==> config.mk <==
export PLATFORM = sky130hd
export DESIGN_NAME = csr_file_trap_flat
export DESIGN_NICKNAME = d
export VERILOG_FILES = /design/src/rtl/csr_file_trap_pkg.sv /design/src/rtl/csr_file_trap_if.sv /design/src/rtl/csr_file_trap_counter.sv /design/src/rtl/csr_file_trap.sv /design/src/flat_wrapper.sv
export SDC_FILE = /design/constraint.sdc
export NUM_CORES = 1
export LEC_CHECK = 0
export BUFFER_PORTS_ARGS = -buffer_cell sky130_fd_sc_hd__buf_2
export CORE_MARGIN = 10
export CORE_UTILIZATION = 40
export CTS_CLUSTER_DIAMETER = 200
export DETAILED_ROUTE_END_ITERATION = 16
export PLACE_DENSITY_LB_ADDON = 0.12
export SLEW_MARGIN = 20
export SYNTH_ARGS = -nofsm -noshare
export SYNTH_HDL_FRONTEND = slang
export SYNTH_SLANG_ARGS = --single-unit
==> constraint.sdc <==
create_clock -name clk -period 11 [get_ports clk]
set_clock_uncertainty 0.1 [all_clocks]
set_input_delay 1.65 -clock clk [delete_from_list [all_inputs] [get_ports clk]]
set_output_delay 1.65 -clock clk [all_outputs]
set_load 0.05 [all_outputs]
==> src/rtl/csr_file_trap_pkg.sv <==
// Shared CSR address map, mstatus field positions, interrupt codes and op encodings
// for the machine-mode CSR file and trap sequencer.
package csr_file_trap_pkg;

    localparam logic [11:0] CSR_MSTATUS   = 12'h300;
    localparam logic [11:0] CSR_MISA      = 12'h301;
    localparam logic [11:0] CSR_MIE       = 12'h304;
    localparam logic [11:0] CSR_MTVEC     = 12'h305;
    localparam logic [11:0] CSR_MSCRATCH  = 12'h340;
    localparam logic [11:0] CSR_MEPC      = 12'h341;
    localparam logic [11:0] CSR_MCAUSE    = 12'h342;
    localparam logic [11:0] CSR_MTVAL     = 12'h343;
    localparam logic [11:0] CSR_MIP       = 12'h344;
    localparam logic [11:0] CSR_CUSTOM0   = 12'h7C0;
    localparam logic [11:0] CSR_MCYCLE    = 12'hB00;
    localparam logic [11:0] CSR_MINSTRET  = 12'hB02;
    localparam logic [11:0] CSR_MCYCLEH   = 12'hB80;
    localparam logic [11:0] CSR_MINSTRETH = 12'hB82;
    localparam logic [11:0] CSR_CYCLE     = 12'hC00;
    localparam logic [11:0] CSR_INSTRET   = 12'hC02;
    localparam logic [11:0] CSR_CYCLEH    = 12'hC80;
    localparam logic [11:0] CSR_INSTRETH  = 12'hC82;
    localparam logic [11:0] CSR_MVENDORID = 12'hF11;

    localparam int MSTATUS_MIE    = 3;
    localparam int MSTATUS_MPIE   = 7;
    localparam int MSTATUS_MPP_LO = 11;

    localparam logic [1:0] MPP_M = 2'b11;
    localparam logic [1:0] MPP_U = 2'b00;

    localparam logic [4:0] IRQ_M_SW    = 5'd3;
    localparam logic [4:0] IRQ_M_TIMER = 5'd7;
    localparam logic [4:0] IRQ_M_EXT   = 5'd11;

    typedef enum logic [1:0] {
        CSR_READ  = 2'b00,
        CSR_WRITE = 2'b01,
        CSR_SET   = 2'b10,
        CSR_CLEAR = 2'b11
    } csr_op_e;

endpackage

==> src/rtl/csr_file_trap_if.sv <==
// CSR access bus between the execute stage (master) and the CSR file (slave).
interface csr_file_trap_if #(
    parameter int XLEN = 32
);
    logic            csr_en;
    logic            csr_w_en;
    logic [1:0]      csr_op;
    logic [11:0]     csr_addr;
    logic [XLEN-1:0] csr_in;
    logic [XLEN-1:0] csr_rdata;
    logic            csr_illegal;

    modport master (
        output csr_en, csr_w_en, csr_op, csr_addr, csr_in,
        input  csr_rdata, csr_illegal
    );

    modport slave (
        input  csr_en, csr_w_en, csr_op, csr_addr, csr_in,
        output csr_rdata, csr_illegal
    );
endinterface

==> src/rtl/csr_file_trap_counter.sv <==
// CNT_WIDTH-bit event counter with independently writable XLEN-wide low and high halves.
module csr_file_trap_counter #(
    parameter int XLEN      = 32,
    parameter int CNT_WIDTH = 64
) (
    input  logic                 clk,
    input  logic                 rst,
    input  logic                 inc,
    input  logic                 wr_lo,
    input  logic                 wr_hi,
    input  logic [XLEN-1:0]      wdata,
    output logic [CNT_WIDTH-1:0] count
);
    localparam int HI_W = CNT_WIDTH - XLEN;

    // A software write to either half suppresses that cycle's increment.
    always_ff @(posedge clk) begin
        if (rst) begin
            count <= '0;
        end else if (wr_lo) begin
            count[XLEN-1:0] <= wdata;
        end else if (wr_hi) begin
            count[CNT_WIDTH-1:XLEN] <= wdata[HI_W-1:0];
        end else if (inc) begin
            count <= count + CNT_WIDTH'(1);
        end
    end
endmodule

==> src/rtl/csr_file_trap.sv <==
// Machine-mode CSR file with cycle/instret counters, interrupt pending logic,
// and atomic trap-entry / mret state updates that also produce the fetch redirect PC.
module csr_file_trap
    import csr_file_trap_pkg::*;
#(
    parameter int              XLEN        = 32,
    parameter int              CNT_WIDTH   = 64,
    parameter int              NUM_CUSTOM  = 2,
    parameter logic [XLEN-1:0] MTVEC_RST   = '0,
    parameter bit              VECTORED_EN = 1'b1
) (
    input  logic              clk,
    input  logic              rst,
    csr_file_trap_if.slave    bus,
    input  logic              trap_req,
    input  logic              trap_is_irq,
    input  logic [4:0]        trap_cause,
    input  logic [XLEN-1:0]   trap_pc,
    input  logic [XLEN-1:0]   trap_tval,
    input  logic              mret,
    input  logic              retire,
    input  logic              irq_sw,
    input  logic              irq_timer,
    input  logic              irq_ext,
    output logic              irq_pending,
    output logic [4:0]        irq_code,
    output logic [XLEN-1:0]   redirect_pc
);
    localparam logic [XLEN-1:0] IRQ_MASK = XLEN'(12'h888);
    localparam logic [XLEN-1:0] MISA_VAL = (XLEN'(XLEN == 64 ? 2 : 1) << (XLEN - 2)) | XLEN'(1 << 8);

    logic                 mst_mie, mst_mpie;
    logic [1:0]           mst_mpp;
    logic [XLEN-1:0]      mie_q, mtvec_q, mscratch_q, mepc_q, mcause_q, mtval_q;
    logic [XLEN-1:0]      cust_q [NUM_CUSTOM];
    logic [2:0]           mip_q;
    logic [CNT_WIDTH-1:0] mcycle, minstret;

    logic [XLEN-1:0] mstatus_rd, mip_rd, rdata, wdata, trap_mcause, vec_base;
    logic            hit, is_write, illegal, commit;
    logic [2:0]      irq_act;

    function automatic logic [XLEN-1:0] csr_wval(input logic [1:0] op,
                                                  input logic [XLEN-1:0] old_v,
                                                  input logic [XLEN-1:0] in_v);
        case (op)
            CSR_SET:   return old_v | in_v;
            CSR_CLEAR: return old_v & ~in_v;
            default:   return in_v;
        endcase
    endfunction

    // Reserved MODE encodings collapse to direct mode, as does any write when vectoring is disabled.
    function automatic logic [XLEN-1:0] mtvec_legal(input logic [XLEN-1:0] v);
        logic [XLEN-1:0] r;
        r = v;
        if (!VECTORED_EN || v[1]) r[1:0] = 2'b00;
        return r;
    endfunction

    always_comb begin
        mstatus_rd                            = '0;
        mstatus_rd[MSTATUS_MIE]               = mst_mie;
        mstatus_rd[MSTATUS_MPIE]              = mst_mpie;
        mstatus_rd[MSTATUS_MPP_LO +: 2]       = mst_mpp;
        mip_rd                                = '0;
        mip_rd[IRQ_M_SW]                      = mip_q[0];
        mip_rd[IRQ_M_TIMER]                   = mip_q[1];
        mip_rd[IRQ_M_EXT]                     = mip_q[2];
    end

    always_comb begin
        rdata = '0;
        hit   = 1'b1;
        case (bus.csr_addr)
            CSR_MSTATUS:               rdata = mstatus_rd;
            CSR_MISA:                  rdata = MISA_VAL;
            CSR_MVENDORID:             rdata = '0;
            CSR_MIE:                   rdata = mie_q;
            CSR_MTVEC:                 rdata = mtvec_q;
            CSR_MSCRATCH:              rdata = mscratch_q;
            CSR_MEPC:                  rdata = mepc_q;
            CSR_MCAUSE:                rdata = mcause_q;
            CSR_MTVAL:                 rdata = mtval_q;
            CSR_MIP:                   rdata = mip_rd;
            CSR_MCYCLE, CSR_CYCLE:     rdata = mcycle[XLEN-1:0];
            CSR_MCYCLEH, CSR_CYCLEH:   rdata = XLEN'(mcycle[CNT_WIDTH-1:XLEN]);
            CSR_MINSTRET, CSR_INSTRET: rdata = minstret[XLEN-1:0];
            CSR_MINSTRETH, CSR_INSTRETH: rdata = XLEN'(minstret[CNT_WIDTH-1:XLEN]);
            default: begin
                hit = 1'b0;
                for (int i = 0; i < NUM_CUSTOM; i++) begin
                    if (bus.csr_addr == CSR_CUSTOM0 + 12'(i)) begin
                        hit   = 1'b1;
                        rdata = cust_q[i];
                    end
                end
            end
        endcase
    end

    // The 0x3xx misa is read-only despite its address bits, so it is listed explicitly.
    assign is_write        = bus.csr_w_en && (bus.csr_op != CSR_READ);
    assign illegal         = bus.csr_en && (!hit || (is_write &&
                             (bus.csr_addr[11:10] == 2'b11 || bus.csr_addr == CSR_MISA)));
    assign commit          = bus.csr_en && is_write && !illegal && !trap_req && !mret;
    assign wdata           = csr_wval(bus.csr_op, rdata, bus.csr_in);
    assign bus.csr_rdata   = bus.csr_en ? rdata : '0;
    assign bus.csr_illegal = illegal;

    always_comb begin
        trap_mcause           = XLEN'(trap_cause);
        trap_mcause[XLEN-1]   = trap_is_irq;
        vec_base              = mtvec_q & ~XLEN'(3);
        redirect_pc           = '0;
        if (trap_req) begin
            redirect_pc = vec_base + ((mtvec_q[1:0] == 2'b01 && trap_is_irq) ?
                                      XLEN'({trap_cause, 2'b00}) : '0);
        end else if (mret) begin
            redirect_pc = mepc_q;
        end
    end

    // External interrupt outranks software, which outranks timer.
    assign irq_act     = mip_q & {mie_q[IRQ_M_EXT], mie_q[IRQ_M_TIMER], mie_q[IRQ_M_SW]};
    assign irq_pending = mst_mie && (|irq_act);
    assign irq_code    = irq_act[2] ? IRQ_M_EXT :
                         irq_act[0] ? IRQ_M_SW  :
                         irq_act[1] ? IRQ_M_TIMER : 5'd0;

    always_ff @(posedge clk) begin
        if (rst) begin
            mst_mie    <= 1'b0;
            mst_mpie   <= 1'b0;
            mst_mpp    <= MPP_M;
            mie_q      <= '0;
            mtvec_q    <= MTVEC_RST;
            mscratch_q <= '0;
            mepc_q     <= '0;
            mcause_q   <= '0;
            mtval_q    <= '0;
            mip_q      <= '0;
            for (int i = 0; i < NUM_CUSTOM; i++) cust_q[i] <= '0;
        end else begin
            mip_q <= {irq_ext, irq_timer, irq_sw};
            if (trap_req) begin
                mepc_q   <= trap_pc & ~XLEN'(3);
                mcause_q <= trap_mcause;
                mtval_q  <= trap_tval;
                mst_mpie <= mst_mie;
                mst_mie  <= 1'b0;
                mst_mpp  <= MPP_M;
            end else if (mret) begin
                mst_mie  <= mst_mpie;
                mst_mpie <= 1'b1;
                mst_mpp  <= MPP_U;
            end else if (commit) begin
                case (bus.csr_addr)
                    CSR_MSTATUS: begin
                        mst_mie  <= wdata[MSTATUS_MIE];
                        mst_mpie <= wdata[MSTATUS_MPIE];
                        if (wdata[MSTATUS_MPP_LO +: 2] == MPP_M || wdata[MSTATUS_MPP_LO +: 2] == MPP_U)
                            mst_mpp <= wdata[MSTATUS_MPP_LO +: 2];
                    end
                    CSR_MIE:      mie_q      <= wdata & IRQ_MASK;
                    CSR_MTVEC:    mtvec_q    <= mtvec_legal(wdata);
                    CSR_MSCRATCH: mscratch_q <= wdata;
                    CSR_MEPC:     mepc_q     <= wdata & ~XLEN'(3);
                    CSR_MCAUSE:   mcause_q   <= wdata;
                    CSR_MTVAL:    mtval_q    <= wdata;
                    default: begin
                        for (int i = 0; i < NUM_CUSTOM; i++) begin
                            if (bus.csr_addr == CSR_CUSTOM0 + 12'(i)) cust_q[i] <= wdata;
                        end
                    end
                endcase
            end
        end
    end

    csr_file_trap_counter #(.XLEN(XLEN), .CNT_WIDTH(CNT_WIDTH)) u_mcycle (
        .clk   (clk),
        .rst   (rst),
        .inc   (1'b1),
        .wr_lo (commit && bus.csr_addr == CSR_MCYCLE),
        .wr_hi (commit && bus.csr_addr == CSR_MCYCLEH),
        .wdata (wdata),
        .count (mcycle)
    );

    csr_file_trap_counter #(.XLEN(XLEN), .CNT_WIDTH(CNT_WIDTH)) u_minstret (
        .clk   (clk),
        .rst   (rst),
        .inc   (retire),
        .wr_lo (commit && bus.csr_addr == CSR_MINSTRET),
        .wr_hi (commit && bus.csr_addr == CSR_MINSTRETH),
        .wdata (wdata),
        .count (minstret)
    );
endmodule
==> src/flat_wrapper.sv <==
// flat-port wrapper written by rule: the top's interface ports become plain ports
module csr_file_trap_flat import csr_file_trap_pkg::*;
#(
    parameter int              XLEN        = 32,
    parameter int              CNT_WIDTH   = 64,
    parameter int              NUM_CUSTOM  = 2,
    parameter logic [XLEN-1:0] MTVEC_RST   = '0,
    parameter bit              VECTORED_EN = 1'b1
)
  (clk, rst, trap_req, trap_is_irq, trap_cause, trap_pc, trap_tval, mret, retire, irq_sw, irq_timer, irq_ext, irq_pending, irq_code, redirect_pc, bus_csr_en, bus_csr_w_en, bus_csr_op, bus_csr_addr, bus_csr_in, bus_csr_rdata, bus_csr_illegal);
  csr_file_trap_if #(.XLEN(XLEN)) bus_i ();
  input  logic clk;
  input  logic rst;
  input  logic trap_req;
  input  logic trap_is_irq;
  input  logic [4:0] trap_cause;
  input  logic [XLEN-1:0] trap_pc;
  input  logic [XLEN-1:0] trap_tval;
  input  logic mret;
  input  logic retire;
  input  logic irq_sw;
  input  logic irq_timer;
  input  logic irq_ext;
  output logic irq_pending;
  output logic [4:0] irq_code;
  output logic [XLEN-1:0] redirect_pc;
  input wire logic [$bits(bus_i.csr_en)-1:0] bus_csr_en;
  input wire logic [$bits(bus_i.csr_w_en)-1:0] bus_csr_w_en;
  input wire logic [$bits(bus_i.csr_op)-1:0] bus_csr_op;
  input wire logic [$bits(bus_i.csr_addr)-1:0] bus_csr_addr;
  input wire logic [$bits(bus_i.csr_in)-1:0] bus_csr_in;
  output wire logic [$bits(bus_i.csr_rdata)-1:0] bus_csr_rdata;
  output wire logic [$bits(bus_i.csr_illegal)-1:0] bus_csr_illegal;
  assign bus_i.csr_en = bus_csr_en;
  assign bus_i.csr_w_en = bus_csr_w_en;
  assign bus_i.csr_op = bus_csr_op;
  assign bus_i.csr_addr = bus_csr_addr;
  assign bus_i.csr_in = bus_csr_in;
  assign bus_csr_rdata = bus_i.csr_rdata;
  assign bus_csr_illegal = bus_i.csr_illegal;
  csr_file_trap #(.XLEN(XLEN), .CNT_WIDTH(CNT_WIDTH), .NUM_CUSTOM(NUM_CUSTOM), .MTVEC_RST(MTVEC_RST), .VECTORED_EN(VECTORED_EN)) u_core (.clk(clk), .rst(rst), .bus(bus_i), .trap_req(trap_req), .trap_is_irq(trap_is_irq), .trap_cause(trap_cause), .trap_pc(trap_pc), .trap_tval(trap_tval), .mret(mret), .retire(retire), .irq_sw(irq_sw), .irq_timer(irq_timer), .irq_ext(irq_ext), .irq_pending(irq_pending), .irq_code(irq_code), .redirect_pc(redirect_pc));
endmodule
==> reports/qor.yml, run 1 <==
outcome: "completed"
synth_cell_type_count: 115
vias: 24000
placed_cells: 3426
via_per_inst: 6.86
cts_buffers: 43
cts_setup_buffers: 0
setup_slack_ps: 3570
final_max_slew_viol_count: 0
cp-start-kind: "primary input"
initial_core_util: 0.406
ys.flop_type: "dfxtp_1"
worst_pin_slew_ps: 1200
end_kind: "primary output"
synth_common_cells: "dfxtp_1 (295), nand2_1 (287), nor2_1 (270)"
drt-wirelength-per-cell_um: 32.8
cts_hold_buf: 0
pre_cts_ws_ps: 3700
grt_setup_unrepaired: "false"
yosys.area.top_type_share: 0.269
worst_path_most_repeated_cell: "buf_2"
post-synth-top-count-cell: "dfxtp_1"
cts_resized: 0
arrival_ps: 5680
worstPathCellList: "buf_2, buf_4, nor2_1, a211o_1, a311oi_2, nand2_2, a221oi_1, nor3_1, buf_2"
io_pins: 197
syn_inst: 2705
dr.pass1.iters: 7
chipHeight_um: 254
drive_gt1_frac: 0.154
fp.dieW_um: 254
critPathBufInv: 3
ys_top_cells_by_area: "dfxtp_1 (27%), edfxtp_1 (8.7%), nand2_1 (4.9%)"
hold_class: "reg -> reg"
multi_input_area_um2: 13100
tns_ps: 0
grt_pass1_vias: 22000
synth_edf_count: 64
met2_usage: 0.515
rows: 85
ir_worst_vdd_v: 0.0000987
drtIter0Drc: 3406
cp.required_ps: 9250
die_area_um2: 64800
yosys_warnings: 0
ant_nets: 0
setup_violations: 0
hold_viol_final: 0
fin_crit_ps: 7430
busiest_layer: "met2"
slowest_delay_ps: 700
fin_nets: 2909
synth_area_um2: 22000
cts_sinks: 359
regArea_um2: 7830
finalPower_uw: 3190
cts_tree: "done"
portBuffers: 191
period_share: 0.676
finalWeightedCongestion: 1.05
clk_latency_ps: 610
worstPathMaxFanout: 40
drcViolationCount: 0
use_met3: 0.0815
cp_slowest_cell: "nand2_2"
fin_cells: 3500
path_clk_slew_ps: 70
wl_um: 115000
ys_seq_area_frac: 0.356
criticalPathCategory: "in -> out"
ys_seq_elements: 359
core_area_um2: 54100
maxCapViolCount: 0
async_flop_share: 0
cts_buffer_depth: 3
antenna_found_initial: 4
leakagePower_uw: 0.00829
grtUsageMet1: 0.432
fmax_mhz: 135
relSlewSlack: 0.203
nFillCells: 5432
area_growth_pct: 12.9
crit_family: "compound AO/OA/AOI/OAI gates"
p_per_area_nw_per_um2: 128
avgSynthCellArea_um2: 8.13
htree_levels: 2
synth.largest_area_cell: "dfxtp_1"
grt_pass1_wl_um: 161000
grt_max_degree: 90
dpl.hpwl_um: 79600
grt_overflow_total: 0
grt_use_total: 0.342
ctsRootBufferMaster: "clkbuf_16"
## layout make-up
| cell class | instances | share of cell area |
|---|---|---|
| inverter | 36 | 0.00544 |
| sequential | 359 | 0.315 |
| tap | 696 | 0.0351 |
| clock buffer | 60 | 0.0500 |
| clock inverter | 12 | 0.00630 |
| antenna | 2 | 0.000202 |
| timing repair buffer | 258 | 0.0592 |
| multi-input combinational | 2077 | 0.529 |
## cells in the final DEF, fill, tap and decap left out, types with 42 or more instances in the layout
cell and count:
o21ai_0 180, a22oi_1 63, edfxtp_1 64, and3_1 46, nand3_1 85, clkbuf_16 44
nor2_1 267, dfxtp_1 295, mux2i_1 49, nand2_1 285, a31oi_1 42, a21oi_1 166
nor3_1 73, buf_2 189, o22ai_1 70, nand4_1 53, a211oi_1 85, buf_4 68
## worst reg2reg max path: cells and delay by family (launching register included)
kind | cells | cell delay [ps]
mux | 1 | 540
compound gates | 2 | 840
flops | 1 | 360
simple gates | 3 | 1360
## through the flow
step | hold slack, ps | util | instance area (um2)
floorplan | 329 | - | 22000
global placement | 336 | 0.432 | 23400
detailed placement | 345 | 0.433 | 23400
CTS | 352 | 0.459 | 24800
global route | 380 | 0.459 | 24800
finish | 354 | 0.459 | 24800
## metal layers
| metal | share of wire | vias up | wire length (um) |
|---|---|---|---|
| met5 | 0.00011 | - | 13 |
| met4 | 0.073 | 2 | 8430 |
| met3 | 0.11 | 341 | 12600 |
| met2 | 0.43 | 1578 | 49400 |
| met1 | 0.39 | 11700 | 44400 |
| li1 | - | 10400 | - |
## flip-flops by register name, summed over array words and instances (netlist names)
register,flops
u_core.mscratch_q,32
u_core.mst_mie,1
u_core.u_minstret.count,64
u_core.mie_q,3
u_core.mcause_q,32
u_core.mst_mpie,1
u_core.mtval_q,32
u_core.mtvec_q,31
u_core.mepc_q,30
u_core.mst_mpp,2
u_core.mip_q,3
u_core.cust_q,64
u_core.u_mcycle.count,64
## logic make-up (layout without fill, tap and decap cells)
family / Yosys count / in the layout / share of synthesized area
adder cells (fa/ha/maj): 8 / 8 / 0.00489
XOR/XNOR: 55 / 55 / 0.0219
other: 1 / 5 / 0.000171
buffers and inverters: 271 / 366 / 0.0547
AO/OA/AOI/OAI: 883 / 883 / 0.280
multiplexers: 71 / 71 / 0.0361
flip-flops: 359 / 359 / 0.356
AND/OR/NAND/NOR: 1057 / 1057 / 0.246
## power breakdown
part / leakage [uW] / internal [uW] / switching [uW]
clock network: 0.000687 / 854 / 624
registers: 0.00300 / 1370 / 22.9
logic: 0.00460 / 79.3 / 240
## path summary, 6_finish.rpt
| path | start | endpoint | slack (ps) | depth (start not counted) |
|---|---|---|---|---|
| worst max-delay path | bus_csr_addr[0] | bus_csr_rdata[30] | 3570 | 9 |
| worst min-delay path | u_core.mcause_q[11]$_SDFFE_PP0P_ | u_core.mcause_q[11]$_SDFFE_PP0P_ | 350 | 2 |
| worst max register to register | u_core.u_mcycle.count[58]$_SDFFE_PP0N_ | u_core.cust_q[0][58]$_DFFE_PP_ | 7500 | 6 |
| worst min register to register | u_core.mcause_q[11]$_SDFFE_PP0P_ | u_core.mcause_q[11]$_SDFFE_PP0P_ | 350 | 2 |
Power figures use the tool's default switching activity.
==> inputs of run 2 (changes only) <==
Settings changed: ABC_AREA set to 1.
Clock period 11 ns to 6.8 ns, I/O delays scaled along.
==> run 2 against run 1 <==
Against the previous run:
- non-clock buffer count fell by 2
- sequential share of layout area fell by 2.2 points
- cell area rose by 7.6%
- clock power rose by 65%
- final cell count rose by 34%
- synthesized cell count rose by 40%
- combinational power rose by 69%
- utilization rose by 0.24 points
- routed wire length rose by 7.9%
==> reports/qor.yml, run 2 <==
htree_levels: 2  # unchanged
clk_latency_ps: 630  # was 610 ps
portBuffers: 191  # unchanged
outcome: "completed"  # unchanged
chipHeight_um: 262  # was 254 um
end_kind: "primary output"  # unchanged
synth_edf_count: 64  # unchanged
drt-wirelength-per-cell_um: 26.4  # was 32.8 um
ys_top_cells_by_area: "dfxtp_1 (25%), nand2_1 (17%), nor2_1 (9.1%)"  # was dfxtp_1 (27%), edfxtp_1 (8.7%), nand2_1 (4.9%)
final_max_slew_viol_count: 0  # unchanged
final_common_cell: "nand2_1"  # was dfxtp_1
cp-start-kind: "primary input"  # unchanged
io_pins: 197  # unchanged
placed_cells: 4619  # was 3,426
setup_violations: 0  # unchanged
p_per_area_nw_per_um2: 197  # was 128 nW/um2
cp.required_ps: 5680  # was 9250 ps
synth.largest_area_cell: "dfxtp_1"  # unchanged
fin_nets: 4035  # was 2,909
via_per_inst: 5.84  # was 6.86
ant_nets: 0  # unchanged
ir_worst_vdd_v: 0.000180  # was 0.0000987 V
worst_pin_slew_ps: 1150  # was 1200 ps
path_clk_slew_ps: 60  # was 70 ps
grt_setup_unrepaired: "false"  # unchanged
tns_ps: 0  # unchanged
r2r-start: "u_core.u_minstret.count[44]$_SDFFE_PP0P_"  # was u_core.u_mcycle.count[58]$_SDFFE_PP0N_
maxCapViolCount: 0  # unchanged
fp.dieW_um: 262  # was 254 um
synth_common_cells: "nand2_1 (1,035), nor2_1 (572), inv_1 (370)"  # was dfxtp_1 (295), nand2_1 (287), nor2_1 (270)
fin_crit_ps: 5710
dpl.hpwl_um: 94200  # was 79,600 um
initial_core_util: 0.405  # was 0.406
grt_use_total: 0.340  # was 0.342
avgSynthCellArea_um2: 6.19  # was 8.13 um2
die_area_um2: 68800  # was 64,800 um2
hold_end: "u_core.mcause_q[27]$_SDFFE_PP0P_"  # was u_core.mcause_q[11]$_SDFFE_PP0P_
drtIter0Drc: 3832  # was 3,406
vias: 27500  # was 24,000
reg.largest.list: "u_core.cust_q (64), u_core.u_mcycle.count (64), u_core.u_minstret.count (64)"  # unchanged
regToRegSetupSlack_ps: 3320  # was 7500 ps
arrival_ps: 4590  # was 5680 ps
criticalPathCategory: "in -> out"  # unchanged
grt_max_degree: 89  # was 90
ys.flop_type: "dfxtp_1"  # unchanged
leakagePower_uw: 0.0118  # was 0.00829 uW
grt_overflow_total: 0  # unchanged
cts_resized: 0  # unchanged
hold_depth: 2  # unchanged
antenna_found_initial: 2  # was 4
area_growth_pct: 13.8  # was 12.9%
dr.pass1.iters: 7  # unchanged
rr_endpoint: "u_core.mst_mpp[0]$_SDFFE_PP1P_"  # was u_core.cust_q[0][58]$_DFFE_PP_
ys_seq_area_frac: 0.334  # was 0.356
rows: 88  # was 85
drcViolationCount: 0  # unchanged
async_flop_share: 0  # unchanged
syn_inst: 3794  # was 2,705
yosys.area.top_type_share: 0.252  # was 0.269
cts_buffer_depth: 3  # unchanged
yosys_warnings: 0  # unchanged
ctsRootBufferMaster: "clkbuf_16"  # unchanged
synth_cell_type_count: 47  # was 115
core_area_um2: 57900  # was 54,100 um2
hold_slack_ps: 347  # was 354 ps
wl_um: 124000  # was 115,000 um
grt_pass1_wl_um: 175000  # was 161,000 um
cts_setup_buffers: 0  # unchanged
nFillCells: 6455  # was 5,432
final_cell_mix: "nand2_1 (1,033), nor2_1 (567), inv_1 (370)"  # was dfxtp_1 (295), nand2_1 (285), nor2_1 (267)
fin_cells: 4702  # was 3,500
worstPathMaxFanout: 20  # was 40
grt_pass1_vias: 24400  # was 22,000
post-synth-top-count-cell: "nand2_1"  # was dfxtp_1
synth_area_um2: 23500  # was 22,000 um2
ys_seq_elements: 359  # unchanged
cts_buffers: 45  # was 43
hp-start: "u_core.mcause_q[27]$_SDFFE_PP0P_"  # was u_core.mcause_q[11]$_SDFFE_PP0P_
hold_class: "reg -> reg"  # unchanged
cts_sinks: 359  # unchanged
ff2ff_path_depth: 11  # was 6
hold_viol_final: 0  # unchanged
fmax_mhz: 175
cts_hold_buf: 0  # unchanged
relSlewSlack: 0.229  # was 0.203
post-route-util: 0.461  # was 0.459
cts_tree: "done"  # unchanged
drive_gt1_frac: 0.0892  # was 0.154
period_share: 0.839
finalWeightedCongestion: 1.05  # about the same
-- run 2: cell types whose count changed after synthesis, sizes merged, moves of 29 or more --
cell and delta:
nand3 +203, a211oi -80, a221oi -33, xor2 +73, o21ai +140, and3 -45
o22ai -55, inv +336, nand2 +752, mux2i -49, a22oi -63, buf -29
nor2 +306
-- run 2: kinds of logic (layout without fill, tap and decap cells) --
family | count (synthesis) | after routing | synth area share
adders and majority gates | 8 | 8 | 0.00459
buffers and inverters | 574 | 713 | 0.0952
other | 1 | 5 | 0.000160
xor gates and xnor gates | 124 | 124 | 0.0463
AOI/OAI and AO/OA | 626 | 626 | 0.147
DFF | 359 | 359 | 0.334
and+or+nand+nor | 2102 | 2102 | 0.373
-- run 2: worst max-delay path, stage by stage --
cell and delay, ps:
buf_2 100, nand2_1 190, inv_1 130, nand2_2 190, nand2_2 290, nand2_1 350
nand2_1 80, nor2_1 420, nand3_1 140, buf_4 220, clkinv_1 80, buf_4 260
nor4_1 90, a211oi_1 770, buf_12 230
-- run 2: routing by layer --
metal  vias up  global-route usage  share of wire
li1      12500                   -              -
met1     12800               0.462           0.40
met2      1817               0.487           0.41
met3       314              0.0611           0.12
met4         0               0.221          0.073
met5         -                   0              0
-- run 2: layout make-up --
cell class,instances,area (um2),share of cell area
Tap cell,765,957,0.0358
Inverter,376,1420,0.0530
Clock buffer,71,1310,0.0489
Clock inverter,10,129,0.00482
Antenna cell,2,5.00,0.000187
Sequential cell,359,7830,0.293
Timing Repair Buffer,256,1580,0.0593
Multi-Input combinational cell,2863,13500,0.505
-- run 2: through the flow --
stage,worst slack [ps],instance area [um2],power [uW]
after floorplan,1390,23500,2580
after global placement,1260,25300,2840
after detailed placement,1230,25300,2840
after CTS,1190,26700,5230
after global routing,960,26700,5360
final,1090,26700,5250
-- run 2: how the worst max path moves through the flow --
stage,start,end,slack [ps],cells after the start
finish,bus_csr_addr[9],bus_csr_rdata[1],1090,15
global route,trap_is_irq,redirect_pc[26],960,20
CTS,bus_csr_addr[9],bus_csr_rdata[1],1190,15
detailed placement,bus_csr_addr[9],bus_csr_rdata[1],1230,15
global placement,bus_csr_addr[9],bus_csr_rdata[1],1260,15
floorplan,trap_is_irq,redirect_pc[22],1390,17
-- run 2: report_power, final --
| group | internal (uW) | leakage, uW | switching, uW |
|---|---|---|---|
| logic | 128 | 0.00809 | 410 |
| registers | 2230 | 0.00301 | 52.4 |
| clock network | 1390 | 0.000699 | 1040 |
